**config.mk**
```make
export PLATFORM = sky130hd
export DESIGN_NAME = io_periph
export DESIGN_NICKNAME = d
export VERILOG_FILES = /design/src/rtl/io_periph_pkg.sv /design/src/rtl/io_debounce.sv /design/src/rtl/io_periph.sv
export SDC_FILE = /design/constraint.sdc
export NUM_CORES = 1
export LEC_CHECK = 0
export BUFFER_PORTS_ARGS = -buffer_cell sky130_fd_sc_hd__buf_2
export CELL_PAD_IN_SITES_DETAIL_PLACEMENT = 2
export CELL_PAD_IN_SITES_GLOBAL_PLACEMENT = 2
export CORE_AREA = 5 5 205 207
export DETAILED_ROUTE_END_ITERATION = 10
export DIE_AREA = 0 0 210 212
export PLACE_DENSITY_LB_ADDON = 0.1
export REMOVE_ABC_BUFFERS = 1
export SLEW_MARGIN = 10
export SYNTH_ARGS = -nofsm -noshare
export SYNTH_HDL_FRONTEND = slang
export SYNTH_SLANG_ARGS = --single-unit
```
**constraint.sdc**
```tcl
create_clock -name CLK -period 4.9 [get_ports CLK]
set_input_delay 0.49 -clock CLK [delete_from_list [all_inputs] [get_ports CLK]]
set_output_delay 0.49 -clock CLK [all_outputs]
set_load 0.01 [all_outputs]
```
**src/rtl/io_periph_pkg.sv**
```systemverilog
// Shared address map and decode constants for the memory-mapped I/O responder.
// The processor-side decode imports the same constants.
package io_periph_pkg;

    localparam logic [15:0] IO_KDATA  = 16'hFFF0;
    localparam logic [15:0] IO_SDATA  = 16'hFFF2;
    localparam logic [15:0] IO_KCTRL  = 16'hFFF4;
    localparam logic [15:0] IO_UNUSED = 16'hFFF6;
    localparam logic [15:0] IO_HEX    = 16'hFFF8;
    localparam logic [15:0] IO_LEDR   = 16'hFFFA;
    localparam logic [15:0] IO_LEDG   = 16'hFFFC;
    localparam logic [15:0] IO_TIMER  = 16'hFFFE;

    localparam logic [15:0] IO_FILL   = 16'hDEAD;
    localparam logic [11:0] IO_PREFIX = 12'hFFF;

    // Register index is the halfword offset inside the 16-byte window.
    typedef enum logic [2:0] {
        REG_KDATA  = IO_KDATA[3:1],
        REG_SDATA  = IO_SDATA[3:1],
        REG_KCTRL  = IO_KCTRL[3:1],
        REG_UNUSED = IO_UNUSED[3:1],
        REG_HEX    = IO_HEX[3:1],
        REG_LEDR   = IO_LEDR[3:1],
        REG_LEDG   = IO_LEDG[3:1],
        REG_TIMER  = IO_TIMER[3:1]
    } io_reg_e;

    function automatic logic io_sel(input logic [15:0] addr);
        return (addr[15:4] == IO_PREFIX);
    endfunction

    function automatic io_reg_e io_reg_of(input logic [15:0] addr);
        return io_reg_e'(addr[3:1]);
    endfunction

endpackage

```
**src/rtl/io_debounce.sv**
```systemverilog
// Per-bit two-flop synchronizer followed by a stability-counting debouncer.
// A bit's clean value changes only after CYCLES consecutive differing samples.
module io_debounce
    import io_periph_pkg::*;
#(
    parameter int WIDTH  = 1,
    parameter int CYCLES = 2
) (
    input  logic             CLK,
    input  logic             RESET,
    input  logic [WIDTH-1:0] RAW,
    input  logic [WIDTH-1:0] RST_VAL,
    output logic [WIDTH-1:0] CLEAN
);

    localparam int CW = (CYCLES > 1) ? $clog2(CYCLES) : 1;
    localparam logic [CW-1:0] CNT_LAST = CW'(CYCLES - 1);

    logic [WIDTH-1:0] sync1_r;
    logic [WIDTH-1:0] sync2_r;
    logic [WIDTH-1:0] clean_r;
    logic [CW-1:0]    cnt_r [WIDTH];

    // Synchronizer chain and per-bit debounce counters.
    always_ff @(posedge CLK) begin
        if (RESET) begin
            sync1_r <= RST_VAL;
            sync2_r <= RST_VAL;
            clean_r <= RST_VAL;
            for (int i = 0; i < WIDTH; i++) begin
                cnt_r[i] <= {CW{1'b0}};
            end
        end else begin
            sync1_r <= RAW;
            sync2_r <= sync1_r;
            for (int i = 0; i < WIDTH; i++) begin
                if (sync2_r[i] == clean_r[i]) begin
                    cnt_r[i] <= {CW{1'b0}};
                end else if (cnt_r[i] == CNT_LAST) begin
                    clean_r[i] <= sync2_r[i];
                    cnt_r[i]   <= {CW{1'b0}};
                end else begin
                    cnt_r[i] <= cnt_r[i] + CW'(1);
                end
            end
        end
    end

    assign CLEAN = clean_r;

endmodule

```
**src/rtl/io_periph.sv**
```systemverilog
// Memory-mapped I/O responder: debounced keys/switches, key-press latches,
// HEX/LED output registers, a millisecond timer and the read-data mux.
module io_periph
    import io_periph_pkg::*;
#(
    parameter int DBITS           = 16,
    parameter int DEBOUNCE_CYCLES = 65535,
    parameter int TICK_CYCLES     = 50000
) (
    input  logic             CLK,
    input  logic             RESET,
    input  logic [DBITS-1:0] ADDR,
    input  logic             WE,
    input  logic [DBITS-1:0] DIN,
    output logic [DBITS-1:0] DOUT,
    output logic             SEL,
    input  logic [3:0]       KEY,
    input  logic [9:0]       SW,
    output logic [15:0]      HEX,
    output logic [9:0]       LEDR,
    output logic [7:0]       LEDG
);

    localparam int PW = (TICK_CYCLES > 1) ? $clog2(TICK_CYCLES) : 1;
    localparam logic [PW-1:0] PRESC_LAST = PW'(TICK_CYCLES - 1);

    logic [3:0]    key_db_s;
    logic [9:0]    sw_db_s;
    logic          sel_s;
    io_reg_e       reg_s;
    logic          wr_s;
    logic [3:0]    press_ev_s;
    logic [3:0]    clr_press_s;
    logic [3:0]    clr_ovr_s;
    logic          tick_s;
    logic [15:0]   dout_s;
    logic          unused_s;

    logic [3:0]    key_prev_r;
    logic [3:0]    press_r;
    logic [3:0]    ovr_r;
    logic [15:0]   hex_r;
    logic [9:0]    ledr_r;
    logic [7:0]    ledg_r;
    logic [15:0]   timer_r;
    logic [PW-1:0] presc_r;

    // Buttons idle high, so their debounced reset value is all ones.
    io_debounce #(.WIDTH(4), .CYCLES(DEBOUNCE_CYCLES)) u_key_db (
        .CLK     (CLK),
        .RESET   (RESET),
        .RAW     (KEY),
        .RST_VAL (4'hF),
        .CLEAN   (key_db_s)
    );

    io_debounce #(.WIDTH(10), .CYCLES(DEBOUNCE_CYCLES)) u_sw_db (
        .CLK     (CLK),
        .RESET   (RESET),
        .RAW     (SW),
        .RST_VAL (10'h000),
        .CLEAN   (sw_db_s)
    );

    assign unused_s = ADDR[0];

    // Address decode, press-event detection, W1C masks and timer tick.
    always_comb begin
        sel_s       = io_sel(ADDR[15:0]);
        reg_s       = io_reg_of(ADDR[15:0]);
        wr_s        = WE & sel_s;
        press_ev_s  = key_prev_r & ~key_db_s;
        clr_press_s = 4'h0;
        clr_ovr_s   = 4'h0;
        if (wr_s && (reg_s == REG_KCTRL)) begin
            clr_press_s = DIN[3:0];
            clr_ovr_s   = DIN[7:4];
        end else begin
            clr_press_s = 4'h0;
            clr_ovr_s   = 4'h0;
        end
        tick_s = (presc_r == PRESC_LAST);
    end

    // Press/overrun latches; an event on a bit being cleared re-arms PRESS only.
    always_ff @(posedge CLK) begin
        if (RESET) begin
            key_prev_r <= 4'hF;
            press_r    <= 4'h0;
            ovr_r      <= 4'h0;
        end else begin
            key_prev_r <= key_db_s;
            press_r    <= (press_r & ~clr_press_s) | press_ev_s;
            ovr_r      <= (ovr_r & ~clr_ovr_s) | (press_ev_s & press_r & ~clr_press_s);
        end
    end

    // Processor-writable output registers.
    always_ff @(posedge CLK) begin
        if (RESET) begin
            hex_r  <= 16'h0000;
            ledr_r <= 10'h000;
            ledg_r <= 8'h00;
        end else if (wr_s) begin
            case (reg_s)
                REG_HEX:  hex_r  <= DIN[15:0];
                REG_LEDR: ledr_r <= DIN[9:0];
                REG_LEDG: ledg_r <= DIN[7:0];
                default:  ;
            endcase
        end
    end

    // Prescaler runs freely; a timer write beats a coincident tick.
    always_ff @(posedge CLK) begin
        if (RESET) begin
            presc_r <= {PW{1'b0}};
            timer_r <= 16'h0000;
        end else begin
            presc_r <= tick_s ? {PW{1'b0}} : presc_r + PW'(1);
            if (wr_s && (reg_s == REG_TIMER)) begin
                timer_r <= DIN[15:0];
            end else if (tick_s) begin
                timer_r <= timer_r + 16'd1;
            end
        end
    end

    // Read-data mux.
    always_comb begin
        dout_s = IO_FILL;
        if (sel_s) begin
            case (reg_s)
                REG_KDATA: dout_s = {12'h000, key_db_s};
                REG_SDATA: dout_s = {6'b000000, sw_db_s};
                REG_KCTRL: dout_s = {8'h00, ovr_r, press_r};
                REG_HEX:   dout_s = hex_r;
                REG_LEDR:  dout_s = {6'b000000, ledr_r};
                REG_LEDG:  dout_s = {8'h00, ledg_r};
                REG_TIMER: dout_s = timer_r;
                default:   dout_s = IO_FILL;
            endcase
        end else begin
            dout_s = IO_FILL;
        end
    end

    assign DOUT = DBITS'(dout_s);
    assign SEL  = sel_s;
    assign HEX  = hex_r;
    assign LEDR = ledr_r;
    assign LEDG = ledg_r;

endmodule

```
Word-level counts from Yosys, hierarchy flattened
Memory sizes are Yosys's and may differ from the RTL's.
Cells that the tools add are included.
{"block": "classes", "n_addsub": 16, "eq_ne": 36, "n_mux": 204, "bitwise": 67, "reduce_logical": 22}
{"operator": "$mux 16", "count": 45}
{"operator": "$add 16x1->16 const B", "count": 16}
{"operator": "$eq 16x16->1 const B", "count": 15}
{"operator": "$mux 1", "count": 156}
{"operator": "$pmux 16 s7", "count": 1}
{"operator": "$or 1x1->1", "count": 42}
{"operator": "$reduce_and 2->1", "count": 17}
{"operator": "$and 4x4->4", "count": 5}
{"operator": "$eq 1x1->1", "count": 14}
{"operator": "$not 1->1", "count": 14}
{"operator": "$eq 12x12->1 const B", "count": 1}
{"operator": "$eq 3x3->1 const B", "count": 4}
{"operator": "$not 4->4", "count": 3}
{"operator": "$mux 4", "count": 2}
{"operator": "$or 4x4->4", "count": 2}
{"operator": "$eq 3x1->1 const B", "count": 1}
{"operator": "$eq 3x2->1 const B", "count": 1}
{"operator": "$logic_not 3->1", "count": 1}
{"operator": "$logic_and 1x1->1", "count": 2}
{"operator": "$reduce_bool 2->1", "count": 1}
{"operator": "$reduce_or 2->1", "count": 1}
{"operator": "$and 1x1->1", "count": 1}
{"block": "totals", "ff_bits": 120, "ramBits": 224, "inputBits": 49, "out_inout_bits": 51, "word_cells": 373, "memories": 2}
{"name": "u_sw_db.cnt_r", "words": 10, "width": 16, "read_ports": 10, "rd_clocked_by_memory_dff": 0, "wr": 10, "line": "io_debounce.sv:22", "source": "logic [CW-1:0] cnt_r [WIDTH];"}
{"name": "u_key_db.cnt_r", "words": 4, "width": 16, "read_ports": 4, "rd_clocked_by_memory_dff": 0, "wr": 4, "line": "io_debounce.sv:22"}

Longest topological paths before layout
An unclocked memory read counts as a cell.
{"block": "logic_depth", "ltp_word": 8, "depth_mapped": 8, "depth_no_buf": 7}

Cells and area by module
Synthesis repeated with hierarchy kept, for this count alone.
{"block": "hier_totals", "hier_cells": 1781, "hier_area_um2": 17684.5}
{"mod": "io_debounce at u_sw_db", "instances": 1, "cells_per_inst": 936, "area_each_um2": 9831.9, "seq_area_each_um2": 5505.3}
{"mod": "io_debounce at u_key_db", "instances": 1, "cells_per_inst": 378, "area_each_um2": 3960.0, "seq_area_each_um2": 2202.1}
{"mod": "io_periph", "instances": 1, "cells_per_inst": 467, "area_each_um2": 3892.5, "seq_area_each_um2": 1561.5}

Least setup slack after synthesis
Ideal clock, no wire load.
{"block": "synth_timing", "kind": "input-to-output", "start": "input ADDR[1]", "end": "output DOUT[9]", "arrival_time_ps": 1924, "t_required_ps": 4410, "slack_ps": 2486, "cell_stages": 5, "path_buffers": 2, "cell_sequence": "buf_1 clkbuf_1 mux2i_1 o211a_1 o21ai_0"}
{"block": "synth_between", "elab_chain_len": 3, "word_cells_on_any_way": 9, "classes_between": "eq/ne (6); mux (2); reduce/logical (1)"}
{"element": "start: declaration", "line": "io_periph.sv:12", "source": "input logic [DBITS-1:0] ADDR,"}
{"element": "$eq 3x3->1, or another cell as far along", "line": "io_periph.sv:133", "source": "case (reg_s)"}
{"element": "$pmux 16 s7 *", "line": "io_periph.sv:133"}
{"element": "$mux 16 *", "line": "io_periph.sv:132", "source": "if (sel_s) begin"}
{"element": "end: declaration", "line": "io_periph.sv:15", "source": "output logic [DBITS-1:0] DOUT,"}
Every way passes the cells marked *; elsewhere a longest branch is shown, timed or not.

Worst setup path in the final report
{"block": "layout_timing", "start": "input ADDR[1]", "end": "output DOUT[0]"}
Same word-level chain as after synthesis.

==> run metrics <==
final setup fails 0; Layout Utilization 49.9%; Core ar. 40200 µm²; WHS 0.131 ns; Max Cap Violations 0; relative slew slack 29.6%; Area growth syn-to-layout 18.3%; fraction of layout cells with a size suffix above 1 9.72%; startpoint types input pin; RD Place Congestion ~0.78; H-Tree Depth 2; Least-Margin Pin Slew ~1.1 ns; asr flop ratio synth 0%; Clock transition at path regs about 0.060 ns; Arrival @ worst endpoint 2.55 ns; most common cell after layout, fill and taps aside nor2_1; commonest register cell after synthesis edfxtp_1; Placement Setup Slack 1.47 ns; grt ovf 0; hold buffer count at cts 0; GRT Overall Usage 20.9%; critical path required time roughly 4.4 ns; clock sink count 344; post-layout min period 3.04 ns; Num CTS Buffers 41; status complete, no violations; die area 44500 µm²; Final Skew 0.0111 ns; initial antenna violation count 3; vias per cell 5.05; antenna cells 0; total iterations of the first detailed-routing run 4; Setup Fix Bufs, Post-CTS 0; Setup Total Neg Slack 0 ns; commonest non-fill, non-tap cells in the layout nor2_1 (366), edfxtp_1 (224), conb_1 (224); synthesized cell area 16900 µm²; final hold violations 0; Initial Util 42.2%; Routed WL 46.6 mm; worst-skew pair later-pin latency 0.55 ns; VDD IR-drop max 239 µV; Vias 12.7k; FMAX approximately 330 MHz; count of flip-flops with a built-in enable after synthesis 224; Port Buffer Count 98; Max clock buf depth 3; largest net degree at the start of global routing 51; Pins Over Slew Limit 0; Final ANT Viol Nets 0; CTS tree yes; first-pass GRT wire length 75.3 mm; die height 212 µm; number of global-route vias before repair 14.3k; setup slack, reg-to-reg 2.62 ns; Avg Inst Size Synth 10.3 µm²; # IOs 100; Placed Area 18800 µm²; post-CTS sizing 0; Nets 2031; wire length per cell 18.5 µm; RSZ-0062 raised after global routing false; die width 210 µm; Yosys reg bits roughly 340; Critical Path Sink Type primary output; kind of critical path in2out; P_leak 0.00771 µW; cell area power density 322 nW/µm²; Clock Tree Root clkbuf_16; Netlist cell types 48; worst setup slack after layout between 1.5 and 2 ns; HP Class in2reg; post-synthesis sequential area ratio 53.9%; DRC Markers 0; drt initial violations 428; crit share post-route about 62%; Post-Syn Instances 1638; final instance area 20000 µm²; crit-path max FO 23; hpwl dp roughly 33 mm; row count 74; Synth warnings 0
-- path summary, 6_finish.rpt --
| path | cells past startpoint | to | startpoint |
|---|---|---|---|
| hold / removal | 2 | u_key_db.sync1_r[0] | KEY[0] |
| hold reg to reg | 1 | u_key_db.sync2_r[2] | u_key_db.sync1_r[2] |
| setup reg to reg | 5 | u_sw_db.cnt_r[0][122] | u_sw_db.cnt_r[0][120] |
| setup / recovery | 7 | DOUT[0] | ADDR[1] |
-- metrics by stage --
stage	instances	power [µW]
after floorplan	1804	3450
after global placement	2441	3560
after detailed placement	2441	3580
after CTS	2517	6520
after global routing	2517	6710
final	2517	6450
-- sequential cells by signal, summed over array words and instances, names as in the netlist --
name,flops
presc_r,16
u_sw_db.cnt_r,160
u_sw_db.sync2_r,10
u_key_db.cnt_r,64
press_r,4
ovr_r,4
LEDR,10
u_key_db.sync2_r,4
timer_r,16
u_sw_db.sync1_r,10
LEDG,8
key_prev_r,4
u_sw_db.CLEAN,10
u_key_db.sync1_r,4
HEX,16
u_key_db.CLEAN,4
-- cells in the mapped netlist (all sizes together) (2+ instances only) --
cell    count  share of area [%]
xnor2     101                5.2
mux2i      54                3.2
inv        27               0.60
edfxtp    224                 40
a21oi       9               0.27
nand2b      9               0.33
mux4        6               0.80
nand2     118                2.6
clkbuf     51                1.1
nor2b      24               0.89
ha         30                2.2
and2        9               0.33
and4       29                1.5
or3         6               0.22
a211o       4               0.21
nand3     107                3.2
a22oi       5               0.22
a221o       4               0.24
o21ai       9               0.27
nor4       11               0.66
and3       34                1.3
nor2      366                8.1
or4         2              0.089
a211oi     16               0.77
xor2      138                7.1
dfxtp     120                 14
nand3b      6               0.27
o31ai       4               0.18
or2        16               0.59
nor3       27               0.86
nand4      54                2.0
buf         6               0.20
mux2        2               0.13
o211ai      2              0.089
-- critical path, cell delays in order --
cell      delay [ns]
buf_2           0.51
nor2b_1         0.71
a22oi_1         0.20
nor2_1          0.18
a31oi_1         0.07
o211ai_1        0.16
buf_2           0.21
-- report_power, final --
| part | switching, µW | leakage (µW) | internal (µW) | total [µW] |
|---|---|---|---|---|
| combinational | 168 | 0.00380 | 93.0 | 261 |
| clock | 1210 | 0.000622 | 1700 | 2910 |
| sequential | 90.9 | 0.00328 | 3180 | 3270 |
| total | 1470 | 0.00771 | 4980 | 6450 |
-- layer usage --
layer | routed length, µm | up-vias | part of all wire [%] | GRT usage [%]
li1 | - | 6104 | - | -
met3 | 1830 | 70 | 3.9 | 3.98
met1 | 19200 | 6367 | 41 | 24.4
met2 | 24500 | 157 | 52 | 39.5
met5 | 43 | - | 0.092 | 0
met4 | 1110 | 6 | 2.4 | 5.72
-- cells by family after synthesis --
logic type               synth area share, %
adder cells (fa/ha/maj)                 2.22
AND/OR/NAND/NOR                         23.1
multiplexers                            4.12
XOR/XNOR                                12.4
AO/OA/AOI/OAI                           2.38
buffers and inverters                   1.95
other                                 0.0221
flip-flops                              53.9
-- area by class of cell --
| cell class | instances | area [µm²] |
|---|---|---|
| well taps | 532 | 666 |
| clock inverters | 11 | 51.3 |
| clock buffers | 65 | 1220 |
| fillers | 4257 | 20100 |
| inverters | 28 | 105 |
| repair buffers | 105 | 546 |
| multi-input cells | 1432 | 8330 |
| flip-flops and latches | 344 | 9130 |
No activity file was read; power rests on OpenSTA's default activity.
